--- src/rtl/seq_det_pkg.sv ---
`default_nettype none
// ============================================================================
//  Module      : seq_det_pkg
//  Description : Shared constants and elaboration-time helpers for the
//                parametrised sequence detector. The KMP transition rule and
//                the pattern border length are computed here so the
//                detector can build its transition table as constants.
//  Revision    : 1.0 - initial release
// ============================================================================
package seq_det_pkg;

    localparam int MIN_PAT_W      = 2;
    localparam int MAX_PAT_W      = 16;
    // Widest prefix-length register any legal pattern can need.
    localparam int MAX_PREFIX_W   = $clog2(MAX_PAT_W);

    typedef logic [MAX_PAT_W-1:0] pattern_t;

    // Behaviour of the tracker right after a complete match.
    typedef enum logic {
        MODE_RESTART = 1'b0,
        MODE_OVERLAP = 1'b1
    } overlap_mode_e;

    // Pattern bit i in arrival order (i = 0 is the first bit received).
    function automatic logic pat_bit(input pattern_t pattern, input int pat_w, input int i);
        return pattern[pat_w-1-i];
    endfunction

    // Length of the longest proper prefix of the pattern that is also a suffix.
    function automatic int border_len(input pattern_t pattern, input int pat_w);
        int   best;
        logic ok;
        best = 0;
        for (int j = 1; j < pat_w; j++) begin
            ok = 1'b1;
            for (int m = 0; m < j; m++) begin
                if (pat_bit(pattern, pat_w, pat_w-j+m) != pat_bit(pattern, pat_w, m))
                    ok = 1'b0;
            end
            if (ok)
                best = j;
        end
        return best;
    endfunction

    // KMP transition: state k (k pattern bits matched) receiving bit b.
    function automatic int next_prefix(input pattern_t      pattern,
                                       input int            pat_w,
                                       input int            k,
                                       input logic          b,
                                       input overlap_mode_e overlap);
        logic [MAX_PAT_W:0] s;
        int                 n;
        int                 j_max;
        logic               ok;
        // A completed pattern resets to the border or to empty.
        if ((k == pat_w-1) && (b == pat_bit(pattern, pat_w, k)))
            return (overlap == MODE_OVERLAP) ? border_len(pattern, pat_w) : 0;
        // s = first k pattern bits followed by b
        s = '0;
        for (int i = 0; i <= MAX_PAT_W; i++) begin
            if (i < k)
                s[i] = pat_bit(pattern, pat_w, i);
            else if (i == k)
                s[i] = b;
        end
        n     = k + 1;
        j_max = (n < pat_w) ? n : pat_w - 1;
        for (int j = j_max; j >= 1; j--) begin
            ok = 1'b1;
            for (int m = 0; m < j; m++) begin
                if (s[n-j+m] != pat_bit(pattern, pat_w, m))
                    ok = 1'b0;
            end
            if (ok)
                return j;
        end
        return 0;
    endfunction

endpackage
`default_nettype wire

--- src/rtl/seq_detector_param_sat_counter.sv ---
`default_nettype none
// ============================================================================
//  Module      : sat_counter
//  Description : W-bit up counter that sticks at its maximum value.
//                A clear request wins over a simultaneous increment.
//  Revision    : 1.0 - initial release
// ============================================================================
module sat_counter #(
    parameter int W = 8
) (
    input  logic         clk,
    input  logic         rst,
    input  logic         clr,
    input  logic         inc,
    output logic [W-1:0] count
);

    logic [W-1:0] r_count;

    // Clear first, then a saturating increment.
    always_ff @(posedge clk) begin
        if (rst)
            r_count <= '0;
        else if (clr)
            r_count <= '0;
        else if (inc && (r_count != {W{1'b1}}))
            r_count <= r_count + W'(1);
    end

    assign count = r_count;

endmodule
`default_nettype wire

--- src/rtl/seq_detector_param.sv ---
`default_nettype none
// ============================================================================
//  Module      : seq_detector_param
//  Description : Parametrised serial pattern detector (KMP prefix tracker)
//                with input-valid qualifier, overlap selection and a
//                saturating match counter. The transition table is a set of
//                elaboration-time constants.
//                Optional macro SEQ_DET_MATCH_REG_EN: when defined, match is
//                registered and asserts one cycle after the completing bit;
//                otherwise match is the combinational Mealy output.
//  Revision    : 1.0 - initial release
// ============================================================================
module seq_detector_param
    import seq_det_pkg::*;
#(
    parameter int               PAT_W   = 3,
    parameter logic [PAT_W-1:0] PATTERN = 3'b101,
    parameter int               OVERLAP = 1,
    parameter int               CNT_W   = 8
) (
    input  logic                     clk,
    input  logic                     rst,
    input  logic                     in_valid,
    input  logic                     in_bit,
    input  logic                     cnt_clr,
    output logic                     match,
    output logic [CNT_W-1:0]         match_cnt,
    output logic [$clog2(PAT_W)-1:0] prefix_len
);

    localparam int            c_pw    = $clog2(PAT_W);
    localparam int            c_tbl_n = 2 ** (c_pw + 1);
    localparam overlap_mode_e c_mode  = (OVERLAP != 0) ? MODE_OVERLAP : MODE_RESTART;

    if ((PAT_W < MIN_PAT_W) || (PAT_W > MAX_PAT_W)) begin : g_bad_pat_w
        $error("seq_detector_param: PAT_W=%0d outside legal range 2..16", PAT_W);
    end

    // Transition table indexed by {state, bit}; unreachable states map to 0.
    logic [c_pw-1:0] w_next_tbl [c_tbl_n];

    for (genvar g = 0; g < c_tbl_n; g++) begin : g_tbl
        localparam int c_k = g / 2;
        localparam int c_b = g % 2;
        if (c_k < PAT_W) begin : g_live
            assign w_next_tbl[g] = c_pw'(next_prefix(pattern_t'(PATTERN), PAT_W, c_k,
                                                     (c_b != 0), c_mode));
        end else begin : g_unused
            assign w_next_tbl[g] = '0;
        end
    end

    logic [c_pw-1:0] r_state;
    logic [c_pw-1:0] w_state_nxt;
    logic            w_match;

    // Prefix-length state register; invalid cycles leave it untouched.
    always_ff @(posedge clk) begin
        if (rst)
            r_state <= '0;
        else
            r_state <= w_state_nxt;
    end

    // Next prefix via the constant table; match when the last pattern bit lands.
    always_comb begin
        w_state_nxt = r_state;
        w_match     = 1'b0;
        if (in_valid) begin
            w_state_nxt = w_next_tbl[{r_state, in_bit}];
            w_match     = (r_state == c_pw'(PAT_W-1)) && (in_bit == PATTERN[0]);
        end
    end

`ifdef SEQ_DET_MATCH_REG_EN
    logic r_match;

    // Registered match: glitch-free, one cycle behind the completing bit.
    always_ff @(posedge clk) begin
        if (rst)
            r_match <= 1'b0;
        else
            r_match <= w_match;
    end

    assign match = r_match;
`else
    assign match = w_match;
`endif

    sat_counter #(
        .W     (CNT_W)
    ) u_cnt (
        .clk   (clk),
        .rst   (rst),
        .clr   (cnt_clr),
        .inc   (w_match),
        .count (match_cnt)
    );

    assign prefix_len = r_state;

endmodule
`default_nettype wire

--- config.mk ---
export PLATFORM = sky130hd
export DESIGN_NAME = seq_detector_param
export DESIGN_NICKNAME = d
export VERILOG_FILES = /design/src/rtl/seq_det_pkg.sv /design/src/rtl/seq_detector_param_sat_counter.sv /design/src/rtl/seq_detector_param.sv
export SDC_FILE = /design/constraint.sdc
export NUM_CORES = 1
export LEC_CHECK = 0
export CORE_AREA = 2 2 39 41
export CTS_CLUSTER_SIZE = 14
export DETAILED_ROUTE_END_ITERATION = 10
export DIE_AREA = 0 0 41 43
export HOLD_SLACK_MARGIN = 0.02
export PLACE_DENSITY = 0.71
export REMOVE_ABC_BUFFERS = 1
export SYNTH_ARGS = -nofsm -noshare
export SYNTH_HDL_FRONTEND = slang
export SYNTH_SLANG_ARGS = --single-unit
--- constraint.sdc ---
create_clock -name clk -period 2.4 [get_ports clk]
set_input_delay 0.72 -clock clk [delete_from_list [all_inputs] [get_ports clk]]
set_output_delay 0.72 -clock clk [all_outputs]
set_load 0.02 [all_outputs]
==> impl_metrics.ini, run 1 <==
[run_status]
status = completed

[timing]
finalSetupViolations = 0
drv_slew = 0
timing.final.ws_setup_ns = 0.0822
hold_ws_ns = 0.488
skew_ns = 0.00261
finalHoldViolations = 0
fin_crit_ns = 2.32
relSlewSlack_pct = 83.5
fmax_mhz = 431
grt_setup_unrepaired = no
worstMarginPinSlew_ns = 0.244
min_period_over_period_pct = 96.6

[clock_tree]
clk_latency_ns = 0.26
clkSinkCount = 10
h-tree-depth = 1
cts_tree = done
cts-root-buf = clkbuf_4
cts_buffer_depth = 2
path_clk_slew_ns = 0.06
post_cts_buffers = 0
cts_made_buffers = 3

[synth]
synth.mux.area_fraction_pct = 3.76
netlist_area_um2 = 533
async_flop_share_pct = 0
synth_compound_area_share_pct = 19.2
yosys_warnings = 0
syn_area_per_cell_um2 = 9.69
yosys.area_share.xor_xnor_pct = 4.93
synth_common_cells = dfxtp_1 (10), nor2_1 (8), nand2_1 (5)
synthTopCellsByArea = dfxtp_1 (38%), nor2_1 (5.6%), a2111oi_4 (5.2%)
synth_edf_count = 0
synthAdderAreaFrac_pct = 2.35
yosysTopAreaCell = dfxtp_1
synth_top_area_share_pct = 37.6
synth_seq_cells = 10
synth_simple_gate_area_share_pct = 29.3
synth-seq-area-share_pct = 37.6
ys.flop_type = dfxtp_1
syn_inst = 55
synth_cell_types = 25
synth.most_common_cell = dfxtp_1
synth_top_family_by_area = simple AND/OR/NAND/NOR gates

[setup_path]
worstPathRequired_ns = 1.68
critical_path.top_delay_family = buffers and inverters
cpPeakStageDelay_ns = 0.52
critPathLaunchType = input port
path_buf_inv = 3
crit_end = match
r2r_setup_slack_ns = 0.94
crit_start = in_valid
cp_num_cells = 4
slowest_stage = clkdlybuf4s50_1
r2r-end = u_cnt.count[4]
crit_arrival_ns = 1.60
cp_max_fo = 2
criticalPathCategory = input port to output pin
crit_path_end_kind = output pin
reg2regPathDepth = 5
reg2reg_from = u_cnt.count[0]
path_cells = clkdlybuf4s50_1 -> nand4b_4 -> inv_1 -> buf_2

[grt]
use_met3_pct = 9.42
use_met1_pct = 18.4
grt_max_degree = 10
grt_pass1_wl_um = 1750
grt.busiest_layer = met2
grtUsageTotal_pct = 15.0
antenna_found_initial = 0
grt-ovfl-total = 0
globalRouteMet2Util_pct = 20.3
grt_pass1_vias = 431

[power_and_ir_drop]
p_leak_uw = 0.000279
ir_drop_mv = 0.247
power_density_nw_per_um2 = 407
finalPower_uw = 307

[floorplanning]
core_area_um2 = 1380
fp.dieArea_um2 = 1760
die_w_um = 41
num_rows = 14
io_pins = 16
fp.dieH_um = 43
start_util_pct = 38.5

[final_layout]
layout.nets = 85
antenna_cells = 0
layout-drive-gt1-share_pct = 24.7
synthToLayoutAreaGrowth_pct = 41.5
final_cell_area_um2 = 754

[detailed_routing]
drt_iter0_markers = 10
num_vias = 486
viasPerCell = 5.23
postRouteAntennaNets = 0
drtPass1Iterations = 4
routedWlPerCell_um = 11.1
drcViolationCount = 0
drt-total-wl_um = 1030

[place]
place_area_um2 = 737
place_ws_ns = -0.360
dp_hpwl_um = 791
finalWeightedCongestion = 0.636
portBuffers = 15

[min_path]
hold_path_class = flip-flop to flip-flop

[flow_run]
max-cap-violations = 0
[layout make-up]
type	count	area (µm²)
well taps	16	20.0
clock buffers	3	22.5
multi-input cells	41	318
inverters	3	11.3
repair buffers	20	183
flip-flops and latches	10	200
fillers	131	629
[worst min-delay path by stage]
stage	from	to	slack, ns	cells after the start
3_3_place_gp	u_cnt.count[6]	u_cnt.count[6]	0.48	1
2_1_floorplan	prefix_len[0]	prefix_len[0]	0.56	2
6_report	u_cnt.count[6]	u_cnt.count[6]	0.49	1
4_1_cts	u_cnt.count[6]	u_cnt.count[6]	0.50	1
5_1_grt	u_cnt.count[6]	u_cnt.count[6]	0.53	1
3_5_place_dp	u_cnt.count[6]	u_cnt.count[6]	0.49	1
[cells in the final DEF, fill, tap and decap left out, types with 2 or more instances in the layout]
| cell type | synthesis | layout |
|---|---|---|
| a211oi_2 | 2 | 2 |
| xnor2_1 | 2 | 2 |
| nand3_1 | 2 | 2 |
| a211oi_1 | 2 | 2 |
| nand2_1 | 5 | 5 |
| mux2i_1 | 2 | 2 |
| a21oi_1 | 3 | 3 |
| nor3_1 | 2 | 2 |
| inv_1 | 3 | 3 |
| clkbuf_4 | 0 | 3 |
| nor2_1 | 8 | 8 |
| clkdlybuf4s50_1 | 0 | 14 |
| dfxtp_1 | 10 | 10 |
| buf_4 | 0 | 5 |
[logic make-up after synthesis]
group / count (synthesis)
and+or+nand+nor: 25
AOI/OAI and AO/OA: 10
DFF: 10
buffers and inverters: 4
xor gates and xnor gates: 3
muxes: 2
adders and majority gates: 1
[stage by stage]
stage	instances	utilization [%]	setup TNS (ns)
after floorplan	54	-	0
after global placement	90	53.3	-0.351
after detailed placement	90	53.3	-0.360
after CTS	93	54.5	0
after global routing	93	54.5	0
final	93	54.5	0
[routing by layer]
| metal | part of all wire (%) | wire (µm) |
|---|---|---|
| met5 | 0 | 0 |
| met4 | 0 | 0 |
| met3 | 7.6 | 78 |
| met2 | 46 | 479 |
| met1 | 46 | 475 |
[where the power goes]
| group | total, µW | switching, µW | internal [µW] |
|---|---|---|---|
| combinational | 23.2 | 10.0 | 13.2 |
| sequential | 169 | 1.59 | 167 |
| clock | 115 | 56.8 | 58.0 |
[flip-flops by register name, summed over array words and instances, names as in the netlist]
name	flops
u_cnt.count	8
prefix_len	2
[what timing repair did]
item,in CTS,in global routing
gates resized for setup,4,0
endpoints found under the setup margin,1,0
hold buffers,0,0
(Power assumes the default switching activity.)
==> run 2: changes to the inputs <==
--- a/config.mk
+++ b/config.mk
@@ -6,6 +6,7 @@
 export NUM_CORES = 1
 export LEC_CHECK = 0
 export CORE_AREA = 2 2 39 41
+export CTS_BUF_LIST = sky130_fd_sc_hd__clkbuf_8 sky130_fd_sc_hd__clkbuf_16
 export CTS_CLUSTER_SIZE = 14
 export DETAILED_ROUTE_END_ITERATION = 10
 export DIE_AREA = 0 0 41 43
==> impl_metrics.ini, run 2 (synthesis results as in run 1) <==
[run_status]
status = completed

[final_layout]
layout_commonest_cell = clkdlybuf4s50_1
layout-drive-gt1-share_pct = 24.7
antenna_cells = 0
layout.nets = 85
utilization_pct = 55.9
largest_reg_flops = 8
final_cell_area_um2 = 773
synthToLayoutAreaGrowth_pct = 45.1
mostFrequentLayoutCells = clkdlybuf4s50_1 (14), dfxtp_1 (10), nor2_1 (8)

[setup_path]
reg2reg_from = u_cnt.count[0]
crit_path_end_kind = output pin
cp_max_fo = 2
criticalPathCategory = input port to output pin
worstPathRequired_ns = 1.68
crit_start = in_valid
critPathLaunchType = input port
crit_arrival_ns = 1.61

[timing]
worstMarginPinSlew_ns = 0.244
relSlewSlack_pct = 83.5
min_period_over_period_pct = 96.9
skew_ns = 0.000882
fin_crit_ns = 2.33
grt_setup_unrepaired = no
timing.final.ws_setup_ns = 0.0747
drv_slew = 0
fmax_mhz = 430
finalHoldViolations = 0
finalSetupViolations = 0

[floorplanning]
io_pins = 16
die_w_um = 41
start_util_pct = 38.5
core_area_um2 = 1380
num_rows = 14
fp.dieArea_um2 = 1760
fp.dieH_um = 43

[detailed_routing]
drt-total-wl_um = 1070
num_vias = 478
drtPass1Iterations = 4
routedWlPerCell_um = 11.5
postRouteAntennaNets = 0
drcViolationCount = 0
drt_iter0_markers = 8
viasPerCell = 5.14

[place]
dp_hpwl_um = 791
place_area_um2 = 737
place_ws_ns = -0.360
finalWeightedCongestion = 0.636
portBuffers = 15

[min_path]
min-delay-start = u_cnt.count[6]
hold_path_class = flip-flop to flip-flop

[grt]
grt_pass1_wl_um = 1750
antenna_found_initial = 0
grt_pass1_vias = 425
grt_max_degree = 10
grt-ovfl-total = 0
grtUsageTotal_pct = 15.3

[clock_tree]
clk_latency_ns = 0.24
cts_made_buffers = 3
cts_tree = done
post_cts_buffers = 0
cts_resized = 4
cts_hold_buf = 0
cts-root-buf = clkbuf_8
cts_buffer_depth = 2
clkSinkCount = 10
path_clk_slew_ns = 0.05
h-tree-depth = 1

[power_and_ir_drop]
p_leak_uw = 0.000287
power_density_nw_per_um2 = 476
ir_drop_mv = 0.324

[flow_run]
max-cap-violations = 0
[run 2: critical path, cell delays in order]
cell             delay, ns
clkdlybuf4s50_1       0.52
nand4b_4              0.11
inv_1                 0.08
buf_2                 0.16
[run 2: power by group]
group,internal (µW),leakage [µW],switching (µW)
combinational,13.2,0.000185,10.0
sequential,168,0.0000807,1.62
clock,110,0.0000216,65.4
total,291,0.000287,77.1
[run 2: cell type report]
type                    count  area, µm²
well taps                  16       20.0
inverters                   3       11.3
flip-flops and latches     10        200
repair buffers             20        183
multi-input cells          41        318
fillers                   131        611
clock buffers               3       41.3
[run 2: stage by stage]
stage                     hold slack, ns  instances  total power (µW)  setup TNS (ns)
after floorplan                    0.564         54               180               0
after global placement             0.483         90               196          -0.351
after detailed placement           0.490         90               196          -0.360
after CTS                          0.497         93               377               0
after global routing               0.529         93               384               0
final                              0.490         93               368               0
[run 2: path summary, 6_finish.rpt]
| check | to | slack (ns) | cells after the start |
|---|---|---|---|
| max | match | 0.07 | 4 |
| min | u_cnt.count[6] | 0.49 | 1 |
| max reg2reg | u_cnt.count[4] | 0.94 | 5 |
| min reg2reg | u_cnt.count[6] | 0.49 | 1 |
[run 2: routing by layer]
layer  wire, µm  track usage (%)  vias to the layer above
met2        467             20.3                       18
met3         87             9.42                        3
li1           -                -                      242
met4         19             8.00                        0
met5          0                0                        -
met1        495             18.4                      215
